File: src/rtl/dlya_meas_pkg.sv
// Shared types and helpers for the dlya delay-chain measurement block.
package dlya_meas_pkg;

    typedef enum logic [2:0] {
        ST_IDLE   = 3'd0,
        ST_FIRE   = 3'd1,
        ST_SYNC   = 3'd2,
        ST_ACC    = 3'd3,
        ST_SETTLE = 3'd4,
        ST_DONE   = 3'd5
    } state_e;

    // Widest tap vector the popcount helper accepts; narrower vectors are zero-padded.
    localparam int POP_W = 64;

    function automatic int cw_f(input int ntap, input int avg_log2);
        return $clog2(ntap + 1) + avg_log2;
    endfunction

    function automatic logic [6:0] popcount_f(input logic [POP_W-1:0] v);
        logic [6:0] n;
        n = 7'd0;
        for (int i = 0; i < POP_W; i++) begin
            n = n + {6'd0, v[i]};
        end
        return n;
    endfunction

endpackage

File: src/rtl/gf180mcu_fd_sc_mcu7t5v0__dlya_tap_sync.sv
// Two-flop synchroniser bringing the asynchronous chain taps into the CLK domain.
module gf180mcu_fd_sc_mcu7t5v0__dlya_tap_sync #(
    parameter int NTAP = 16
) (
    input  logic            clk,
    input  logic            rst_n,
    input  logic [NTAP-1:0] tap,
    output logic [NTAP-1:0] cap2
);

    logic [NTAP-1:0] cap1_q;
    logic [NTAP-1:0] cap1_d;
    logic [NTAP-1:0] cap2_q;
    logic [NTAP-1:0] cap2_d;

    // Next-state: shift the raw taps through two stages.
    always_comb begin
        cap1_d = tap;
        cap2_d = cap1_q;
    end

    // Synchroniser flops.
    always_ff @(posedge clk or negedge rst_n) begin
        if (!rst_n) begin
            cap1_q <= '0;
            cap2_q <= '0;
        end else begin
            cap1_q <= cap1_d;
            cap2_q <= cap2_d;
        end
    end

    assign cap2 = cap2_q;

endmodule

File: src/rtl/gf180mcu_fd_sc_mcu7t5v0__dlya_meas.sv
// Launches an edge into an external dlya chain, counts taps reached in one CLK
// period, averages over 2^AVG_LOG2 launches and hands the sum out valid/ready.
module gf180mcu_fd_sc_mcu7t5v0__dlya_meas
    import dlya_meas_pkg::*;
#(
    parameter  int NTAP       = 16,
    parameter  int AVG_LOG2   = 0,
    parameter  int SETTLE_CYC = 2,
    localparam int CW         = cw_f(NTAP, AVG_LOG2)
) (
    input  logic            CLK,
    input  logic            RN,
    input  logic            START,
    input  logic [NTAP-1:0] TAP,
    output logic            LAUNCH,
    output logic            BUSY,
    output logic [CW-1:0]   COUNT,
    output logic            VALID,
    input  logic            READY
);

    localparam int SW = (SETTLE_CYC < 1) ? 1 : $clog2(SETTLE_CYC + 1);
    localparam int NW = AVG_LOG2 + 1;
    localparam logic [NW-1:0] N_LAST = NW'(2 ** AVG_LOG2);

    state_e          state_q, state_d;
    logic            launch_q, launch_d;
    logic            busy_q, busy_d;
    logic            valid_q, valid_d;
    logic [CW-1:0]   count_q, count_d;
    logic [CW-1:0]   acc_q, acc_d;
    logic [NW-1:0]   n_q, n_d;
    logic [SW-1:0]   settle_q, settle_d;
    logic [NTAP-1:0] cap2_s;
    logic [POP_W-1:0] tap_wide_s;
    logic            chain_idle_s;

    gf180mcu_fd_sc_mcu7t5v0__dlya_tap_sync #(
        .NTAP (NTAP)
    ) u_tap_sync (
        .clk   (CLK),
        .rst_n (RN),
        .tap   (TAP),
        .cap2  (cap2_s)
    );

    // Zero-pad the synchronised taps to the popcount helper width.
    always_comb begin
        tap_wide_s = '0;
        tap_wide_s[NTAP-1:0] = cap2_s;
    end

    assign chain_idle_s = (cap2_s == '0);

    // FSM next-state, accumulator and output register inputs.
    always_comb begin
        state_d  = state_q;
        launch_d = 1'b0;
        valid_d  = valid_q;
        count_d  = count_q;
        acc_d    = acc_q;
        n_d      = n_q;
        settle_d = settle_q;
        case (state_q)
            ST_IDLE: begin
                if (START && chain_idle_s) begin
                    launch_d = 1'b1;
                    state_d  = ST_FIRE;
                end else begin
                    state_d = ST_IDLE;
                end
            end
            ST_FIRE: state_d = ST_SYNC;
            ST_SYNC: state_d = ST_ACC;
            ST_ACC: begin
                // Popcount rather than leading ones so thermometer bubbles still count.
                acc_d    = acc_q + CW'(popcount_f(tap_wide_s));
                n_d      = n_q + NW'(1);
                settle_d = SW'(SETTLE_CYC);
                state_d  = ST_SETTLE;
            end
            ST_SETTLE: begin
                if (settle_q != '0) begin
                    settle_d = settle_q - SW'(1);
                end else if (!chain_idle_s) begin
                    state_d = ST_SETTLE;
                end else if (n_q == N_LAST) begin
                    count_d = acc_q;
                    valid_d = 1'b1;
                    state_d = ST_DONE;
                end else begin
                    launch_d = 1'b1;
                    state_d  = ST_FIRE;
                end
            end
            ST_DONE: begin
                if (READY) begin
                    valid_d = 1'b0;
                    acc_d   = '0;
                    n_d     = '0;
                    state_d = ST_IDLE;
                end else begin
                    state_d = ST_DONE;
                end
            end
            default: begin
                valid_d = 1'b0;
                acc_d   = '0;
                n_d     = '0;
                state_d = ST_IDLE;
            end
        endcase
        busy_d = (state_d != ST_IDLE);
    end

    // State and output registers; reset drops LAUNCH immediately and discards any partial sum.
    always_ff @(posedge CLK or negedge RN) begin
        if (!RN) begin
            state_q  <= ST_IDLE;
            launch_q <= 1'b0;
            busy_q   <= 1'b0;
            valid_q  <= 1'b0;
            count_q  <= '0;
            acc_q    <= '0;
            n_q      <= '0;
            settle_q <= '0;
        end else begin
            state_q  <= state_d;
            launch_q <= launch_d;
            busy_q   <= busy_d;
            valid_q  <= valid_d;
            count_q  <= count_d;
            acc_q    <= acc_d;
            n_q      <= n_d;
            settle_q <= settle_d;
        end
    end

    assign LAUNCH = launch_q;
    assign BUSY   = busy_q;
    assign VALID  = valid_q;
    assign COUNT  = count_q;

endmodule
File: config.mk
export PLATFORM = sky130hd
export DESIGN_NAME = gf180mcu_fd_sc_mcu7t5v0__dlya_meas
export DESIGN_NICKNAME = d
export VERILOG_FILES = /design/src/rtl/dlya_meas_pkg.sv /design/src/rtl/gf180mcu_fd_sc_mcu7t5v0__dlya_tap_sync.sv /design/src/rtl/gf180mcu_fd_sc_mcu7t5v0__dlya_meas.sv
export SDC_FILE = /design/constraint.sdc
export NUM_CORES = 1
export LEC_CHECK = 0
export ABC_CLOCK_PERIOD_IN_PS = 9000
export BUFFER_PORTS_ARGS = -buffer_cell sky130_fd_sc_hd__clkbuf_2
export CAP_MARGIN = 20
export CORE_ASPECT_RATIO = 1.1
export CORE_MARGIN = 4
export CORE_UTILIZATION = 31
export CTS_BUF_LIST = sky130_fd_sc_hd__clkbuf_8
export CTS_CLUSTER_DIAMETER = 200
export DETAILED_ROUTE_END_ITERATION = 8
export SYNTH_ARGS = -nofsm -noshare
export SYNTH_HDL_FRONTEND = slang
export SYNTH_SLANG_ARGS = --single-unit
File: constraint.sdc
create_clock -name CLK -period 9 [get_ports CLK]
set_clock_uncertainty 0.15 [all_clocks]
set_input_delay 0.45 -clock CLK [delete_from_list [all_inputs] [get_ports CLK]]
set_output_delay 0.45 -clock CLK [all_outputs]
set_load 0.05 [all_outputs]
==> flow_summary.yaml, run 1 <==
global_routing:
  grt_pass1_wl_um: 5930
  busiest_layer: "met2"
  use_met1_pct: 12.0
  grt_use_met3_pct: 2.97
  grt_overflow: 0
  grt_start_max_net_pins: 52
  use_met2_pct: 13.0
  antenna_found_initial: 0
  grt_pass1_vias: 1276
  gr-usage-all-layers_pct: 8.82
synthesis:
  synthesis.instances: 176
  yosys_warnings: 0
  ys_types: 38
  synthesis.area_mm2: 0.00226
  synthTopCellsByArea: "dfrtp_1 57%, fa_1 11%, inv_1 5.0%"
  syn_area_per_cell_um2: 12.8
  syn-num-nets: 216
  ys_async_sr_fraction_pct: 100
  ys_seq_area_share_pct: 56.5
  yosysTopAreaCell: "dfrtp_1"
  synth_common_cells: "51 x dfrtp_1, 30 x inv_1, 12 x fa_1"
  synth-edff-count: 0
  yosysMostFrequentCell: "dfrtp_1"
  ys_ff_latch: 51
  netlist.area_leader.share_pct: 56.5
  synth_flop_cell: "dfrtp_1"
floorplanning:
  pin_count: 28
  rows: 32
  core_mm2: 0.00705
  die_w_um: 89.4
  die_height_um: 97.5
  initial_core_util_pct: 32.0
  die-area_mm2: 0.00871
cells_and_area:
  fin_cells: 293
  area_delta_synth_final_pct: 14.4
  drive_above_1_share_pct: 22.1
  fin_nets: 247
  n_antenna_cell: 0
  stdcell_area_mm2: 0.00258
  fin_util_pct: 36.6
power:
  sequentialPowerShare_pct: 41.6
  power_density_mw_per_mm2: 275
  p_leak_uw: 0.00126
  finalPower_uw: 709
  switchingPower_uw: 260
  internal-power_uw: 449
  p_comb_share_pct: 39.3
  ir_drop_mv: 0.135
  pwr-share-clk_pct: 19.1
  swShare_pct: 36.7
sta:
  finalSetupViolations: 0
  hold_viol: 0
  relSlewSlack_pct: 50.2
  rsz0062_at_grt: "no"
  fin_crit_sh_pct: 46.6
  report.final.slew_viol_count: 0
  tightest_slew_ns: 0.740
  post-route-min-period_ns: 4.19
  tns_ns: 0
  max_freq_mhz: 238
clocking:
  cts_resized: 0
  htree_levels: 2
  cts_root_buf: "clkbuf_8"
  cts_hold_buf: 0
  cts_inserted_buffers: 5
  clk_pin_slew_ns: 0.09
  insertion_delay_ns: 0.30
  cts_tree: "built"
  post-cts-setup-buffers: 0
  clock_path_buffers: 2
  clock-sinks: 51
critical_path:
  worstPathMaxFanout: 3
  startpoint_type: "register"
  r2r_slack_ns: 4.81
  worst_r2r_endpoint: "acc_q[4]$_DFFE_PN0P_"
  required_ns: 9.07
  rr_startpoint: "acc_q[0]$_DFFE_PN0P_"
  arrival_ns: 4.27
  r2r_cells: 12
  crit_type: "reg2reg"
  crit_path_end_kind: "register"
min_path:
  worstHoldPathType: "in2async"
detailed_routing:
  drt-pass1-iter-count: 4
  drc: 0
  ant_nets: 0
  wl_per_cell_um: 11.7
  vias: 1289
  viasPerCell: 4.40
  wirelength_um: 3430
  drtIter0Drc: 26
outcome:
  status: "completed"
place:
  dp.cells: 285
  placed_cell_area_mm2: 0.00248
  port_buffers: 27
  hpwl_um: 2610
  gp_congestion: 0.772
run:
  maxCapViolCount: 0
## state kept, by name, summed over array words and instances, names as in the netlist
register           count
u_tap_sync.cap1_q     16
COUNT                  5
settle_q               2
VALID                  1
u_tap_sync.cap2       16
BUSY                   1
LAUNCH                 1
n_q                    1
acc_q                  5
state_q                3
## metrics by stage
| step | hold slack, ns | setup WS, ns |
|---|---|---|
| detailed placement | 0.185 | 4.80 |
| global route | 0.0740 | 4.61 |
| finish | 0.0750 | 4.81 |
| floorplan | 0.00441 | 5.01 |
| global placement | 0.184 | 4.93 |
| CTS | 0.0894 | 4.76 |
## worst max-delay path, cell delays in order, from the launching register on
cell and delay (ns):
dfrtp_1 0.42, fa_1 0.54, inv_1 0.05, fa_1 0.48, fa_1 0.54, fa_1 0.44, fa_1 0.43, inv_1 0.10
fa_1 0.21, nand3_1 0.10, and3_1 0.18, or4_1 0.39, o211ai_1 0.10
## worst max-delay path by stage
| stage | startpoint | endpoint | slack, ns | cells past startpoint |
|---|---|---|---|---|
| 4_1_cts | acc_q[0]$_DFFE_PN0P_ | acc_q[4]$_DFFE_PN0P_ | 4.76 | 12 |
| 5_1_grt | acc_q[0]$_DFFE_PN0P_ | acc_q[4]$_DFFE_PN0P_ | 4.61 | 12 |
| 3_5_place_dp | acc_q[0]$_DFFE_PN0P_ | acc_q[4]$_DFFE_PN0P_ | 4.80 | 12 |
| 2_1_floorplan | acc_q[0]$_DFFE_PN0P_ | acc_q[4]$_DFFE_PN0P_ | 5.01 | 12 |
| 3_3_place_gp | acc_q[0]$_DFFE_PN0P_ | acc_q[4]$_DFFE_PN0P_ | 4.93 | 12 |
| 6_report | acc_q[0]$_DFFE_PN0P_ | acc_q[4]$_DFFE_PN0P_ | 4.81 | 12 |
## cells in the final DEF (no fill, tap or decap), drive strengths merged, types with 2 or more instances in the layout
master / count
mux2: 5
fa: 12
a211oi: 2
ha: 8
o211ai: 2
nand3: 2
nand2b: 4
inv: 30
nand2: 10
o221ai: 2
dfrtp: 51
a21oi: 4
nor2b: 3
xnor2: 2
or3: 3
nor2: 8
o21ai: 5
clkbuf: 33
nor4: 5
## cells by family (layout without fill, tap and decap cells)
logic type | count (synthesis) | in the layout | share of synthesized area (%)
flip-flops | 51 | 51 | 56.5
XOR/XNOR | 2 | 2 | 0.776
AND/OR/NAND/NOR | 39 | 39 | 10.5
adder cells (fa/ha/maj) | 20 | 20 | 15.1
AO/OA/AOI/OAI | 25 | 25 | 7.76
multiplexers | 5 | 5 | 3.33
buffers and inverters | 34 | 66 | 6.04
## power groups by stage
stage	sequential (µW)	combinational [µW]	clock (µW)
2_1_floorplan	288	225	0
3_3_place_gp	299	274	0
3_5_place_dp	300	283	0
4_1_cts	295	284	141
5_1_grt	301	330	153
6_report	295	279	135
## routing by layer
layer  vias up  wire, µm
met2        38      1670
met1       604      1520
met4         0        29
li1        643         -
met5         -         0
met3         4       214
## area by class of cell
class                           instances  area [µm²]
Fill cell                             701        4470
Sequential cell                        51        1280
Multi-Input combinational cell         91         845
Timing Repair Buffer                   28         143
Inverter                               30         113
Tap cell                               85         106
Clock buffer                            6        82.6
Clock inverter                          2        16.3
Power figures use the tool's default switching activity.
==> run 2, diff against run 1 <==
--- a/config.mk
+++ b/config.mk
@@ -5,7 +5,8 @@
 export SDC_FILE = /design/constraint.sdc
 export NUM_CORES = 1
 export LEC_CHECK = 0
-export ABC_CLOCK_PERIOD_IN_PS = 9000
+export ABC_AREA = 1
+export ABC_CLOCK_PERIOD_IN_PS = 3950
 export BUFFER_PORTS_ARGS = -buffer_cell sky130_fd_sc_hd__clkbuf_2
 export CAP_MARGIN = 20
 export CORE_ASPECT_RATIO = 1.1
==> constraint.sdc (replaced) <==
create_clock -name CLK -period 3.95 [get_ports CLK]
set_clock_uncertainty 0.15 [all_clocks]
set_input_delay 0.1975 -clock CLK [delete_from_list [all_inputs] [get_ports CLK]]
set_output_delay 0.1975 -clock CLK [all_outputs]
set_load 0.05 [all_outputs]
==> run 2 against run 1 <==
Non-clock buffer count increased by 17. Routed wire length increased by 2.6%. Synthesized area decreased by 2.4%. Clock power increased by 130%. Maximum frequency increased by 11%. Critical path depth increased by 2. Largest cell class unchanged. Largest power group unchanged.
==> flow_summary.yaml, run 2 <==
outcome:
  status: "completed"
sta:
  hold_viol: 0
  report.final.slew_viol_count: 0
  rsz0062_at_grt: "no"
  setup_ws_ns: 0.183
  tightest_slew_ns: 0.610
  max_freq_mhz: 265
  tns_ns: 0
  fin_crit_sh_pct: 95.4
  relSlewSlack_pct: 59.3
  finalSetupViolations: 0
  post-route-min-period_ns: 3.77
min_path:
  worstHoldPathType: "in2reg"
  min_from: "START"
critical_path:
  crit_path_end_kind: "register"
  timing.critical_path.from: "acc_q[0]$_DFFE_PN0P_"
  worstPathMaxFanout: 2
  r2r_slack_ns: 0.18
  crit_type: "reg2reg"
  rr_startpoint: "acc_q[0]$_DFFE_PN0P_"
  startpoint_type: "register"
  arrival_ns: 3.80
  required_ns: 3.98
clocking:
  insertion_delay_ns: 0.30
  clk_pin_slew_ns: 0.10
  clock-sinks: 51
  cts_tree: "built"
  htree_levels: 2
  clock_path_buffers: 2
  cts_root_buf: "clkbuf_8"
  cts_inserted_buffers: 5
detailed_routing:
  wirelength_um: 3520
  ant_nets: 0
  vias: 1376
  viasPerCell: 4.18
  drc: 0
  drt-pass1-iter-count: 4
  wl_per_cell_um: 10.7
  drtIter0Drc: 59
synthesis:
  synth-edff-count: 0
  synthesis.instances: 194
  synth_common_cells: "51 x dfrtp_1, 39 x inv_1, 19 x nand2_1"
  netlist.area_leader.share_pct: 58.0
  yosysTopAreaCell: "dfrtp_1"
  yosysMostFrequentCell: "dfrtp_1"
  synth_compound_area_share_pct: 4.20
  synthXorXnorAreaFrac_pct: 0.398
  muxShareOfSynthArea_pct: 0.455
  synthTopCellsByArea: "dfrtp_1 58%, fa_1 11%, inv_1 6.6%"
  synth_flop_cell: "dfrtp_1"
  ys_types: 25
  synth_top_family_by_area: "adder cells"
  synthesis.area_mm2: 0.00220
  synth_fa_ha_area_share_pct: 15.5
  ys_seq_area_share_pct: 58.0
  syn-num-nets: 234
  synth-simple-area-share_pct: 14.5
  ys_ff_latch: 51
  ys_async_sr_fraction_pct: 100
  syn_area_per_cell_um2: 11.4
  yosys_warnings: 0
cells_and_area:
  fin_util_pct: 40.4
  drive_above_1_share_pct: 21.5
  seqCellArea_mm2: 0.00128
  fin_cells: 329
  n_antenna_cell: 0
  layout_common_cells: "51 x dfrtp_1, 38 x inv_1, 27 x clkbuf_2"
  multi_input_area_um2: 783
  fin_nets: 286
  area_delta_synth_final_pct: 23.9
  final_common_cell: "dfrtp_1"
  num-fill-cells: 671
global_routing:
  grt_overflow: 0
  antenna_found_initial: 0
  gr-usage-all-layers_pct: 9.94
  grt_start_max_net_pins: 52
  grt_pass1_vias: 1380
  grt_pass1_wl_um: 6360
floorplanning:
  rows: 31
  initial_core_util_pct: 32.6
  die_height_um: 96.4
  die_w_um: 88.4
  pin_count: 28
  die-area_mm2: 0.00852
  core_mm2: 0.00675
power:
  ir_drop_mv: 0.283
  power_density_mw_per_mm2: 543
  p_leak_uw: 0.00140
place:
  dp.cells: 304
  place_ws_ns: 0.0805
  gp_congestion: 0.867
  port_buffers: 27
  hpwl_um: 2620
run:
  maxCapViolCount: 0
==> run 2: changes by cell type after synthesis, sizes merged, moves of 3 or more <==
cell   before  now
buf         3    0
inv        30   41
mux2        5    0
nand2      10   21
nand3       2   13
nor2        8   21
nor2b       3    0
nor4        5    0
o21ai       5   12
or3         3    0
==> run 2: area by class of cell <==
class	instances	area share, %
multi-input cells	102	28.7
flip-flops and latches	51	46.8
well taps	82	3.76
clock buffers	6	3.03
inverters	41	5.64
repair buffers	45	11.5
clock inverters	2	0.596
==> run 2: through the flow <==
| step | total power (µW) | area (µm²) | hold WS, ns |
|---|---|---|---|
| after floorplan | 1030 | 2200 | -0.248 |
| after global placement | 1130 | 2450 | 0.155 |
| after detailed placement | 1150 | 2450 | 0.157 |
| after CTS | 1480 | 2720 | 0.124 |
| after global routing | 1630 | 2730 | 0.137 |
| final | 1480 | 2730 | 0.127 |
==> run 2: worst max-delay path: stages (launching register included) <==
cell	delay (ns)
dfrtp_1	0.41
fa_1	0.53
inv_1	0.05
fa_1	0.46
fa_1	0.49
fa_1	0.52
fa_2	0.20
inv_2	0.04
fa_2	0.33
nand2_2	0.08
nand2_1	0.05
a21oi_2	0.12
nand2b_1	0.06
nand3_1	0.07
o21ai_0	0.08
==> run 2: cells by family after synthesis <==
family	after synthesis
XOR/XNOR	1
flip-flops	51
adder cells (fa/ha/maj)	20
multiplexers	1
AO/OA/AOI/OAI	18
AND/OR/NAND/NOR	62
buffers and inverters	41
==> run 2: final timing paths <==
| path | endpoint | depth (start not counted) |
|---|---|---|
| setup reg to reg | acc_q[4]$_DFFE_PN0P_ | 14 |
| hold / removal | state_q[0]$_DFF_PN0_ | 5 |
| hold reg to reg | u_tap_sync.cap2[11]$_DFF_PN0_ | 0 |
| setup / recovery | acc_q[4]$_DFFE_PN0P_ | 14 |
| max in group asynchronous | u_tap_sync.cap2[9]$_DFF_PN0_ | 3 |
| min in group asynchronous | u_tap_sync.cap1_q[6]$_DFF_PN0_ | 3 |
==> run 2: report_power, final <==
group          internal, µW  leakage (µW)  switching (µW)
combinational           217      0.000724             313
sequential              584      0.000625            50.9
clock                   143     0.0000474             173
==> run 2: repair_timing <==
| action | in CTS | in global routing |
|---|---|---|
| resized for setup | 0 | 5 |
| endpoints found under the hold margin | 67 | 0 |
| hold buffers | 17 | 0 |
| setup buffers | 0 | 0 |
| setup endpoints to repair | 0 | 1 |
==> run 2: layer usage <==
metal	global-route usage, %	wire (µm)	vias up
li1	-	-	694
met1	13.1	1560	644
met2	15.3	1690	32
met3	2.97	206	6
met4	4.16	69	0
met5	0	0	-
